**src/rtl/bus_ram_pkg.sv**
```systemverilog
// Shared types and constants for the bus_ram_ctrl slice.
// Define BUS_RAM_CLEAR_EN to add the post-reset CLEAR sweep state.
package bus_ram_pkg;

    localparam int DATA_W_DEF = 4;
    localparam int ADDR_W_DEF = 4;

    localparam logic [1:0] OP_READ  = 2'b00;
    localparam logic [1:0] OP_WRITE = 2'b01;
    localparam logic [1:0] OP_FILL  = 2'b10;
    localparam logic [1:0] OP_NOP   = 2'b11;

    typedef enum logic [2:0] {
        ST_IDLE,
        ST_READ,
        ST_WRITE,
`ifdef BUS_RAM_CLEAR_EN
        ST_FILL,
        ST_CLEAR
`else
        ST_FILL
`endif
    } state_t;

endpackage

```
**src/rtl/bus_ram_ctrl_ram_core.sv**
```systemverilog
// ram_core: single-port RAM, synchronous write, registered read.
// Contents are never reset; only writes change them.
module ram_core #(
    parameter int DATA_W = 4,
    parameter int ADDR_W = 4
) (
    input  logic              clk,
    input  logic              we,
    input  logic              en,
    input  logic [ADDR_W-1:0] addr,
    input  logic [DATA_W-1:0] din,
    output logic [DATA_W-1:0] q
);

    logic [DATA_W-1:0] mem [0:(1<<ADDR_W)-1];

    always_ff @(posedge clk) begin
        if (we) begin
            mem[addr] <= din;
        end else if (en) begin
            q <= mem[addr];
        end
    end

endmodule

```
**src/rtl/bus_ram_ctrl.sv**
```systemverilog
// bus_ram_ctrl: request FSM, sweep counter and display registers.
// BUS_RAM_CLEAR_EN enables the zeroing sweep after reset release.
module bus_ram_ctrl
    import bus_ram_pkg::*;
#(
    parameter int DATA_W = DATA_W_DEF,
    parameter int ADDR_W = ADDR_W_DEF
) (
    input  logic              CLK100MHZ,
    input  logic              reset,
    input  logic              req,
    input  logic [1:0]        op,
    input  logic [ADDR_W-1:0] addr,
    input  logic [DATA_W-1:0] wdata,
    output logic              ready,
    output logic              rvalid,
    output logic [DATA_W-1:0] rdata,
    output logic [ADDR_W-1:0] last_addr,
    output logic [DATA_W-1:0] last_data
);

    localparam int DEPTH = 1 << ADDR_W;
    localparam logic [ADDR_W:0] CNT_END = (ADDR_W+1)'(DEPTH);
    localparam logic [ADDR_W:0] CNT_ONE = (ADDR_W+1)'(1);
`ifdef BUS_RAM_CLEAR_EN
    localparam state_t ST_RESET = ST_CLEAR;
`else
    localparam state_t ST_RESET = ST_IDLE;
`endif

    state_t state, state_n;

    logic [ADDR_W:0]   cnt, cnt_n;
    logic              sweep, sweep_done;
    logic              accept;
    logic [ADDR_W-1:0] addr_q;
    logic [DATA_W-1:0] fill_q;
    logic [DATA_W-1:0] rdata_q;
    logic              ram_we, ram_en;
    logic [ADDR_W-1:0] ram_addr;
    logic [DATA_W-1:0] ram_din, ram_q;

    assign accept     = req & ready;
    assign cnt_n      = cnt + CNT_ONE;
    assign sweep_done = (cnt_n == CNT_END);

    always_ff @(posedge CLK100MHZ or posedge reset) begin
        if (reset) begin
            state <= ST_RESET;
        end else begin
            state <= state_n;
        end
    end

    always_comb begin
        state_n  = state;
        sweep    = 1'b0;
        ram_we   = 1'b0;
        ram_en   = 1'b0;
        ram_addr = addr;
        ram_din  = wdata;
        unique case (state)
            ST_IDLE: begin
                if (accept) begin
                    unique case (1'b1)
                        op == OP_READ: begin
                            ram_en  = 1'b1;
                            state_n = ST_READ;
                        end
                        op == OP_WRITE: begin
                            ram_we  = 1'b1;
                            state_n = ST_WRITE;
                        end
                        op == OP_FILL: begin
                            state_n = ST_FILL;
                        end
                        default: begin
                            state_n = ST_IDLE;
                        end
                    endcase
                end
            end
            ST_READ, ST_WRITE: begin
                state_n = ST_IDLE;
            end
            ST_FILL: begin
                sweep    = 1'b1;
                ram_we   = 1'b1;
                ram_addr = cnt[ADDR_W-1:0];
                ram_din  = fill_q;
                if (sweep_done) begin
                    state_n = ST_IDLE;
                end
            end
`ifdef BUS_RAM_CLEAR_EN
            ST_CLEAR: begin
                sweep    = 1'b1;
                ram_we   = 1'b1;
                ram_addr = cnt[ADDR_W-1:0];
                ram_din  = '0;
                if (sweep_done) begin
                    state_n = ST_IDLE;
                end
            end
`endif
            default: begin
                state_n = ST_IDLE;
            end
        endcase
        // No memory writes while reset is held.
        if (reset) begin
            ram_we = 1'b0;
        end
    end

    always_ff @(posedge CLK100MHZ or posedge reset) begin
        if (reset) begin
            ready     <= 1'b0;
            cnt       <= '0;
            addr_q    <= '0;
            fill_q    <= '0;
            rdata_q   <= '0;
            last_addr <= '0;
            last_data <= '0;
        end else begin
            ready <= (state_n == ST_IDLE);
            if (sweep) begin
                cnt <= sweep_done ? '0 : cnt_n;
            end
            if (state == ST_IDLE && accept) begin
                if (op == OP_READ) begin
                    addr_q <= addr;
                end
                if (op == OP_WRITE) begin
                    last_addr <= addr;
                    last_data <= wdata;
                end
                if (op == OP_FILL) begin
                    fill_q <= wdata;
                end
            end
            if (state == ST_READ) begin
                rdata_q   <= ram_q;
                last_addr <= addr_q;
                last_data <= ram_q;
            end
        end
    end

    assign rvalid = (state == ST_READ);
    assign rdata  = rvalid ? ram_q : rdata_q;

    ram_core #(
        .DATA_W(DATA_W),
        .ADDR_W(ADDR_W)
    ) u_ram (
        .clk (CLK100MHZ),
        .we  (ram_we),
        .en  (ram_en),
        .addr(ram_addr),
        .din (ram_din),
        .q   (ram_q)
    );

endmodule
```
**config.mk**
```make
export PLATFORM = sky130hd
export DESIGN_NAME = bus_ram_ctrl
export DESIGN_NICKNAME = d
export VERILOG_FILES = /design/src/rtl/bus_ram_pkg.sv /design/src/rtl/bus_ram_ctrl_ram_core.sv /design/src/rtl/bus_ram_ctrl.sv
export SDC_FILE = /design/constraint.sdc
export NUM_CORES = 1
export LEC_CHECK = 0
export CORE_UTILIZATION = 42
export DETAILED_ROUTE_END_ITERATION = 8
export DONT_BUFFER_PORTS = 1
export GPL_TIMING_DRIVEN = 0
export PLACE_DENSITY = 0.61
export SLEW_MARGIN = 25
export SYNTH_ARGS = -nofsm -noshare
export SYNTH_HDL_FRONTEND = slang
export SYNTH_SLANG_ARGS = --single-unit
```
**constraint.sdc**
```tcl
create_clock -name CLK100MHZ -period 2.25 [get_ports CLK100MHZ]
set_clock_uncertainty 0.05 [all_clocks]
set_input_delay 0.45 -clock CLK100MHZ [delete_from_list [all_inputs] [get_ports CLK100MHZ]]
set_output_delay 0.45 -clock CLK100MHZ [all_outputs]
set_load 0.1 [all_outputs]
```
Word level (Yosys, flattened, before mapping) --
Memory sizes are Yosys's and may differ from the RTL's. A register that Yosys moved wholly into a read port is not among the register bits. Cells that the tools add are included.
Cells by class: multipliers 0, add/sub/neg operators 1, mux-type cells 24, reduce and logical (&&, ||, !) cells 10, eq/ne operators 5, shift-type cells 0, div/mod/pow operators 0, bitwise gates (word level) 2, $lt $le $gt $ge 0
Operator list (number):
- two-way mux 4 bit | 9
- two-way mux 1 bit | 9
- AND reduction 2 bit | 4
- logical NOT 3 bit | 2
- two-way mux 3 bit | 2
- one-hot mux 2 bit (3 select lines) | 1
- one-hot mux 3 bit (2 select lines) | 1
- adder 5 x 1 -> 5 bit (second input constant) | 1
- equality test 5 bit (second input constant) | 1
- two-way mux 5 bit | 1
- nonzero test 2 bit | 2
- equality test 3 x 1 -> 1 bit (second input constant) | 1
- equality test 3 x 2 -> 1 bit (second input constant) | 1
- equality test 2 x 1 -> 1 bit (second input constant) | 1
- equality test 2 bit (second input constant) | 1
- logical NOT 2 bit | 1
- one-hot mux 1 bit (2 select lines) | 1
- bitwise AND 1 bit | 1
- logical AND 1 bit | 1
- inverter 1 bit | 1
Word-level totals: output and inout port bits 14, bits in read-only memories 0, bits in registers 29, word-level logic and storage cells 51, bits in latches 0, memories kept 1, memory bits (writable) 64
Memory list:
- u_ram.mem | depth 16, bits a word 4, rd ports 1, clocked after Yosys merged registers in 1, write ports 1, line bus_ram_ctrl_ram_core.sv:15 | logic [DATA_W-1:0] mem [0:(1<<ADDR_W)-1];

Logic depth before layout (Yosys ltp) --
Gate-level depths: netlist (run 1).
depth after elaboration 7, mapped depth 7

Cells and area by module --
A second synthesis (run 1) with hierarchy kept.
Unflattened totals: cells, all modules 275, area, all modules 4171.5 sq um
Modules (own cells, without submodules):
- ram_core | cells an instance 134, area each 2705.1 sq um, instances 1
- bus_ram_ctrl | cells an instance 141, area each 1466.4 sq um, instances 1

Worst setup path before layout (run 1) --
No wires, ideal clock.
path type reg-to-reg, start point reg ready, end point mem u_ram.mem[13][0], enable pin, path buffers 1, library setup time 0.330 ns, slack -0.183 ns, stages on the path, launching flop included 7, data arrival time 2.052 ns, cells stage by stage dfrtp_1 nor2b_1 and3_1 clkbuf_1 a32o_1 nand3_1 nor2_1
On the way: word-level cells in the longest chain between the ends 6
Ends and longest elaborated chain:
- start: declaration | line bus_ram_ctrl.sv:15 | output logic ready,
- start signal: assignment | line bus_ram_ctrl.sv:126 | ready <= (state_n == ST_IDLE);
- bitwise AND 1 bit | line bus_ram_ctrl.sv:43 | assign accept = req & ready;
- two-way mux 1 bit | line bus_ram_ctrl.sv:64 | if (accept) begin
- one-hot mux 1 bit (2 select lines) | line bus_ram_ctrl.sv:62 | unique case (state)
- two-way mux 1 bit | line bus_ram_ctrl.sv:111 | if (reset) begin
- two-way mux 1 bit | line bus_ram_ctrl_ram_core.sv:18 | if (we) begin
- two-way mux 1 bit (implied by the code) | line bus_ram_ctrl_ram_core.sv:19 | mem[addr] <= din;
- end: declaration | line bus_ram_ctrl_ram_core.sv:15
Every way passes these cells.

Worst setup path after layout (run 1) --
start point reg state[2], end point mem u_ram.mem[7][3], enable pin
On the way: word-level cells in the longest chain between the ends 5, elaborated cells on any way between the ends 7, those cells by class eq/ne (1); mux (5); reduce/logical (1)
Ends and longest elaborated chain:
- start: declaration | line bus_ram_ctrl.sv:31 | state_t state, state_n;
- start signal: assignment | line bus_ram_ctrl.sv:51 | state <= state_n;
- equality test 3 x 2 -> 1 bit / logical NOT 3 bit (equally long branches) | line bus_ram_ctrl.sv:62
- one-hot mux 1 bit (2 select lines) | line bus_ram_ctrl.sv:62
- two-way mux 1 bit | line bus_ram_ctrl.sv:111
- two-way mux 1 bit | line bus_ram_ctrl_ram_core.sv:18
- two-way mux 1 bit (implied by the code) | line bus_ram_ctrl_ram_core.sv:19
Several ways; a longest one is shown, not always the timed one.

==> results.md, run 1 <==
- Routability-driven placement finished with a final weighted congestion of between 0.8 and 0.9.
- Entering global routing, the biggest net connects 32 pins.
- The critical path required time is 2.33 ns.
- Detailed placement finished with a half-perimeter wire length of 6720 um.
- Setup violations remaining at the end of the flow were counted as 0.
- The standard cell with the maximum stage delay on the critical path is a31oi_2.
- For this block, the initial DRC count from the detailed router was between 200 and 250.
- The area growth from synthesis to layout is 16.0%.
- The area of placed instances is 0.00468 mm2.
- The min-delay analysis places its worst path in the category in -> async.
- After synthesis, the share of flip-flops with an asynchronous set or reset is about 30%.
- The number of standard cells in the final layout excluding fillers is 500.
- Each instance of the synthesized netlist takes up on average between 10 and 15 um2.
- The routed design has 9480 um of wire.
- The area of all placed cells without fillers is between 0.005 and 0.006 mm2.
- The total nets after synthesis is 361.
- The die is 106 um wide.
- The signal on the critical path passes through nand3b_1, clkbuf_4, clkbuf_4, buf_4, a31oi_2, nor2_2, buf_4.
- The part of the total power dissipated in combinational logic is 14.2%.
- On the critical path the largest part of the delay comes from buffers and inverters.
- The region available for standard cell placement spans 0.0104 mm2.
- After Yosys synthesis, and, or, nand and nor cells account for approximately a tenth of the synthesized area.
- The leakage power total is about 2 nW.
- The number of instances in the synthesized netlist is ~340.
- The number of antenna violations at the first check in global routing is 0.
- The internal portion of the total power is 0.00300 W.
- The top cell types in the final layout, fill and taps aside, are edfxtp_1 (68), nand2_1 (33), mux2i_1 (31).
- The total negative slack for setup checks is 0 ns.
- The area share of the largest cell type after synthesis is 45.3%.
- Ranked by total cell area, the synthesized netlist is headed by edfxtp_1 (45%), dfrtp_1 (16%), mux2i_1 (7.3%).
- The worst setup path is of the reg -> reg kind.
- For the pin with the worst max-slew slack, the measured transition is 0.914 ns.
- The part of the power in the clock network is 30.2%.
- In this run the power density over the cells is 854 mW/mm2.
- The maximum clock path buffer count is 2.
- The hold buffer count at cts is 0.
- The die outline height is 106 um.
- The worst path uses 97.8% of the clock period.
- The first global-routing pass estimated 15400 um of wire.
- The I/O pin count is 27.
- The clock sink count is 97.
- The timing-limited maximum frequency is between 400 and 500 MHz.
- The number of placed instances, taps included is between 400 and 500.
- The layout net count is between 300 and 400.
- The clock tree root driver cell is clkbuf_8.
- After Yosys synthesis, XOR and XNOR cells account for 0.388% of the synthesized area.
- The prevailing post-synth register cell is edfxtp_1.
- Across the VDD grid, the largest voltage drop is 0.000508 V.
- In the global route stage, overall resource usage came out at 18.5%.
- Using the TritonRoute via totals, the vias-per-cell ratio works out to 5.42.
- The number of diodes added for antenna fixing is 0.
- The library cell used most frequently in the layout, excluding fill and tap cells, is edfxtp_1.
- The number of iterations in the first detailed-routing pass is 5.
- The mapped netlist covers 0.00451 mm2.
- Multiplexer cells account for 15.6% of the synthesized area.
- The clock period minus final worst setup slack is 2.20 ns.
- The part of the total power dissipated in sequential elements is 55.6%.
- After clock tree synthesis, the clock-pin slew on the worst setup and hold paths is 0.09 ns.
- The flow ran to the end, and the final reports show no timing, DRC or antenna violations.
- The max-slew violation count is 0.
- The number of H-tree levels is 3.
- The number of clock buffers inserted by TritonCTS is 9.
- Summing the areas of all compound-gate instances in the mapped netlist gives 7.60% of the synthesized area.
- The type of element capturing the critical path is a flop.
- The source-to-sink clock delay at the later pin of the worst-skew pair is roughly 0.36 ns.
- Setup repair after global routing could not meet its margin everywhere.
- In this run the tightest slew margin relative to its limit is 39.0%.
- The number of I/O port buffers is 0.
- The count of flip-flops with a built-in enable after synthesis is 68.
- After layout, the design draws a total of around 0.0045 W.
- The buffers plus inverters on the worst setup path is 4.
- Data arrives at the worst endpoint at about 2.3 ns.
- The biggest area consumer among synthesized cells is edfxtp_1.
- The die covers 0.0112 mm2.
- Along the worst path, the maximum fanout reaches 10.
- The final-layout worst hold slack is 0.0219 ns.
- The tool flagged a number of max-cap violations equal to 0.
- The share of layout cells above drive strength 1 is between 20% and 30%.
- The reported net switching power is roughly 0.0015 W.
- The total count of hold-check failures in the final report was 0.
- The largest single stage delay on the critical path is 0.46 ns.
- Summing the areas of all fa, ha and maj instances in the mapped netlist gives under 10% of the synthesized area.
- Synthesis inferred 97 register bits.
- TritonCTS built the clock tree.
- The via count of the first global-routing pass came to 2760.
- In the routed design, unresolved DRC markers number 0.
- Across all layers, the routed design uses about 2700 vias.
- After synthesis, the largest family of logic cells by area is multiplexers.
- The share of the Yosys chip area taken by registers is about three fifths.
- For this run the aggregate overflow at the end of global routing stands at 0.
- The count of different cell masters after synthesis is 42.
- The average wire length per cell after detail routing is 19.0 um.
- Net switching is 32.9% of the power.
- The startpoint type of the worst setup path is a flop.
- The remaining antenna violation count is 0.
- The warning count from the yosys run is 0.
- The starting density of the core is between 40% and 50%.
- The placement row count is 37.
-- per-stage QoR --
step	worst slack [ns]	util, %
final	0.0506	50.4
after global routing	-0.0718	50.4
after CTS	-0.0850	48.9
after detailed placement	-0.345	45.1
after global placement	-0.589	45.1
after floorplan	0.0833	-
-- worst reg2reg max path, stage by stage (launching register included) --
cell and delay (ns):
dfrtp_1 0.40, nand3b_1 0.16, clkbuf_4 0.21, clkbuf_4 0.22
buf_4 0.21, a31oi_2 0.46, nor2_2 0.08, buf_4 0.17
-- logic make-up (layout without fill, tap and decap cells) --
logic type	count (synthesis)	after routing
flops	97	97
compound gates	50	50
mux	53	53
simple gates	102	102
fa+ha+maj	5	5
buf+inv	33	54
xor+xnor	2	2
other cells	1	1
-- registers in the layout, summed over array words and instances (netlist names) --
register,cells
u_ram.mem,64
cnt,5
addr_q,4
fill_q,4
last_addr,4
last_data,4
rdata_q,4
u_ram.q,4
state,3
ready,1
-- cells in the mapped netlist, types with 3 or more instances --
cell type / count
edfxtp_1: 68
nand2_1: 43
nor2_1: 35
mux2i_1: 33
dfrtp_1: 29
o21ai_1: 15
mux4_2: 12
inv_2: 10
a211oi_1: 8
clkbuf_1: 8
a32o_1: 6
buf_2: 6
mux2_1: 6
ha_1: 5
inv_1: 5
a21oi_1: 4
a22oi_1: 4
a31oi_1: 4
nor4_2: 4
o211a_1: 4
nand2b_1: 3
nand3_1: 3
nor2b_1: 3
-- metal layers --
metal  GRT usage (%)  vias up  part of all wire [%]
met4            9.23        0                   1.7
met3            3.03        9                   5.2
met5               0        -                     0
li1                -     1299                     -
met2            29.1       70                    48
met1            24.8     1334                    45
-- final cells by class --
type                    count  area, um2
clock inverters             3       68.8
clock buffers              13        180
flip-flops and latches     97       2770
inverters                  15       56.3
fillers                   900       5140
plain buffers              18        115
repair buffers              5       37.5
well taps                 136        170
multi-input cells         213       1830
-- power by group through the flow --
stage	Combinational, W	Sequential [W]	Clock, W
2_1_floorplan	0.000475	0.00250	0
3_3_place_gp	0.000547	0.00252	0
3_5_place_dp	0.000557	0.00252	0
4_1_cts	0.000594	0.00249	0.00136
5_1_grt	0.000686	0.00250	0.00143
6_report	0.000634	0.00248	0.00135
-- path summary, 6_finish.rpt --
check,startpoint,slack [ns],depth (start not counted),end
min in group CLK100MHZ,wdata[1],0.16,1,fill_q[1]
max in group asynchronous,reset,1.60,1,ready
worst min-delay path,reset,0.02,1,fill_q[0]
worst max register to register,state[2],0.05,7,u_ram.mem[7][3]
worst min register to register,addr_q[0],0.43,2,last_addr[0]
worst max-delay path,state[2],0.05,7,u_ram.mem[7][3]
-- timing repair --
action / 4_1_cts / 5_1_grt
setup buffers: 0 / 5
pin swaps: 3 / 5
gates resized for setup: 41 / 31
gates cloned: 0 / 0
hold endpoints to repair: 0 / 0
endpoints found under the setup margin: 138 / 141
Note: power is estimated with default switching activity, not from simulation.
==> run 2, diff against run 1 <==
--- a/config.mk
+++ b/config.mk
@@ -5,11 +5,14 @@
 export SDC_FILE = /design/constraint.sdc
 export NUM_CORES = 1
 export LEC_CHECK = 0
+export CORE_ASPECT_RATIO = 0.9
 export CORE_UTILIZATION = 42
+export CTS_CLUSTER_SIZE = 14
 export DETAILED_ROUTE_END_ITERATION = 8
 export DONT_BUFFER_PORTS = 1
 export GPL_TIMING_DRIVEN = 0
 export PLACE_DENSITY = 0.61
+export RECOVER_POWER = 100
 export SLEW_MARGIN = 25
 export SYNTH_ARGS = -nofsm -noshare
 export SYNTH_HDL_FRONTEND = slang
==> run 2 against run 1 <==
The run now ends with DRC left. Via count grew 0.70%. Hold slack gained 0.028 ns. Sequential share of layout area grew 0.64 points. Worst setup slack gained 0.0095 ns. Critical path type unchanged.
==> results.md, run 2 (synthesized netlist as in run 1, its figures left out) <==
- The highest metal layer with signal wires is met4 (unchanged).
- The layout net count is 372 (was 377).
- The core footprint is 0.0103 mm2 (was 0.0104 mm2).
- The global-route usage over all layers came to 18.9% (was 18.5%).
- The placement row count is 35 (was 37).
- The largest net degree at the start of global routing is 32 (unchanged).
- The width of the chip is 111 um (was 106 um).
- The register ranked first by flip-flop count is u_ram.mem (unchanged).
- The remaining antenna violation count is 0 (unchanged).
- The number of failing setup endpoints in the final timing report is 0 (unchanged).
- The number of standard cells in the final layout excluding fillers came to 488 (was 500).
- The routed metal-1 wire length is 4280 um (was 4270 um).
- The final-layout worst hold slack is 0.0502 ns (was 0.0219 ns).
- The number of placed instances, taps included came to 472 (was 479).
- The length of routed met2 wiring is 4490 um (was 4560 um).
- Largest registers: u_ram.mem x64, cnt x5 (unchanged).
- The leakage power total is 1.96 nW (was 1.98 nW).
- The critical path required time is 2.22 ns (was 2.33 ns).
- The type of element capturing the critical path is a flop (unchanged).
- The final reports fail on DRC.
- The number of design rule violations left after detail routing was 10 (was 0).
- The weighted congestion reported at the end of routability-driven placement was 0.824 (was 0.856).
- The maximum clock path buffer count is 2 (unchanged).
- The number of H-tree levels is 3 (unchanged).
- The growth of design area from synthesis to finish is 14.6% (was 16.0%).
- The wire length of the first global-routing pass is 15600 um (was 15400 um).
- The fill cell total of the finished layout came to 863 (was 900).
- The startpoint type of the worst setup path is a flop (unchanged).
- The total count of hold-check failures in the final report is 0 (unchanged).
- The worst voltage drop across the vdd grid is 0.000369 V (was 0.000508 V).
- The clock tree root driver cell is clkbuf_16 (was clkbuf_8).
- The number of violations of the max-capacitance limit is 0 (unchanged).
- The data arrival time of the critical path is 2.16 ns (was 2.28 ns).
- The category of the most critical setup path is reg -> reg (unchanged).
- The headroom to the max-slew limit is 39.3% (was 39.0%).
- The power density relative to cell area came to 878 mW/mm2 (was 854 mW/mm2).
- The count of vias placed by the detailed router is 2731 (was 2712).
- The number of iterations in the first detailed-routing pass was 6 (was 5).
- The source-to-sink clock delay at the later pin of the worst-skew pair was 0.34 ns (was 0.36 ns).
- The type of the tightest min-delay check is in -> async (unchanged).
- The average wire length per cell after detail routing is 19.8 um (was 19.0 um).
- The I/O pin count came to 27 (unchanged).
- The clock sink count is 97 (unchanged).
- The amount of wire on met3 after detailed routing is 697 um (was 494 um).
- The starting density of the core is 43.6% (was 43.5%).
- The share of layout cells above drive strength 1 is 25.1% (was 27.7%).
- The number of clock buffers inserted by TritonCTS is 9 (unchanged).
- The max-slew violation count is 0 (unchanged).
- The largest driver fanout on the critical path is 4 (was 10).
- The number of I/O port buffers is 0 (unchanged).
- The violation count after the first detailed-routing iteration came to 230 (was 217).
- The routed wire length is 9640 um (was 9480 um).
- The timing-limited maximum frequency came to 457 MHz (was 455 MHz).
- The final cycle utilization of the critical path came to 97.3% (was 97.8%).
- The detailed placement HPWL was 6700 um (was 6720 um).
- Run status: finished, violations left (was complete, no violations).
- The leading cell type in the layout, fill and taps excluded is edfxtp_1 (unchanged).
- The pin slew with the least headroom to its limit is 0.911 ns (was 0.914 ns).
- The number of diodes added for antenna fixing came to 0 (unchanged).
- The area taken by flip-flops and latches came to 0.00277 mm2 (unchanged).
- The clock period minus final worst setup slack is 2.19 ns (was 2.20 ns).
- The combined area of the multi-input logic cells is 0.00178 mm2 (was 0.00183 mm2).
- The global route total overflow came to 0 (unchanged).
- The die outline height came to 100 um (was 106 um).
- The via count of the first global-routing pass is 2835 (was 2760).
- The number of antenna violations at the first check in global routing came to 0 (unchanged).
- The overall die area is 0.0112 mm2 (about the same).
- Commonest non-fill, non-tap cells in the layout: edfxtp_1 (68), nand2_1 (35), mux2i_1 (31) (was edfxtp_1 (68), nand2_1 (33), mux2i_1 (31)).
- The TritonCTS clock tree is done (unchanged).
- The ratio of routed vias to standard cells is 5.60 (was 5.42).
- The clock slew at the register clock pins of the worst setup and hold paths is 0.07 ns (was 0.09 ns).
- The flip-flop count of the largest register after layout is 64 (unchanged).
-- run 2: stage by stage --
step | power [W] | setup TNS (ns) | cell area [um2] | setup WS [ns] | util (%)
finish | 0.00453 | 0 | 5170 | 0.0601 | 50.0
global route | 0.00468 | -0.121 | 5170 | -0.0161 | 50.0
CTS | 0.00455 | -2.45 | 5080 | -0.111 | 49.2
detailed placement | 0.00308 | -21.72 | 4670 | -0.377 | 45.2
global placement | 0.00307 | -27.27 | 4670 | -0.530 | 45.2
floorplan | 0.00298 | 0 | 4510 | 0.0833 | -
-- run 2: layer usage --
metal	vias up	track usage [%]
li1	1289	-
met1	1340	25.0
met2	88	30.0
met3	14	4.47
met4	0	8.21
met5	-	0
-- run 2: where the power goes --
part / switching, W / internal, W
combinational: 0.000412 / 0.000191
clock: 0.000627 / 0.000817
sequential: 0.000455 / 0.00203
total: 0.00149 / 0.00304
-- run 2: critical path: stages, from the launching register on --
cell and delay (ns):
dfrtp_4 0.61, nor2b_2 0.21, nand4_1 0.20, o22ai_2 0.33, nand2_2 0.21, nor2_2 0.27
-- run 2: what timing repair did --
action	4_1_cts	5_1_grt
resized for setup	38	33
hold buffers	0	0
pin swaps	2	4
setup buffers	0	1
endpoints found under the setup margin	140	125
-- run 2: area by class of cell --
type                    instances  area share (%)
flip-flops and latches         97            53.6
clock inverters                 4           0.484
plain buffers                  17            2.01
multi-input cells             213            34.5
clock buffers                  12            4.99
well taps                     129            3.12
repair buffers                  1           0.145
inverters                      15            1.09
-- run 2: path summary, 6_finish.rpt --
| kind | end | slack, ns | cells after the start | from |
|---|---|---|---|---|
| max | u_ram.mem[6][3] | 0.06 | 5 | ready |
| min | last_data[1] | 0.05 | 1 | reset |
| max reg2reg | u_ram.mem[6][3] | 0.06 | 5 | ready |
| min reg2reg | last_addr[1] | 0.43 | 2 | addr_q[1] |
| max in group asynchronous | ready | 1.58 | 1 | reset |
| min in group CLK100MHZ | fill_q[1] | 0.20 | 1 | wdata[1] |
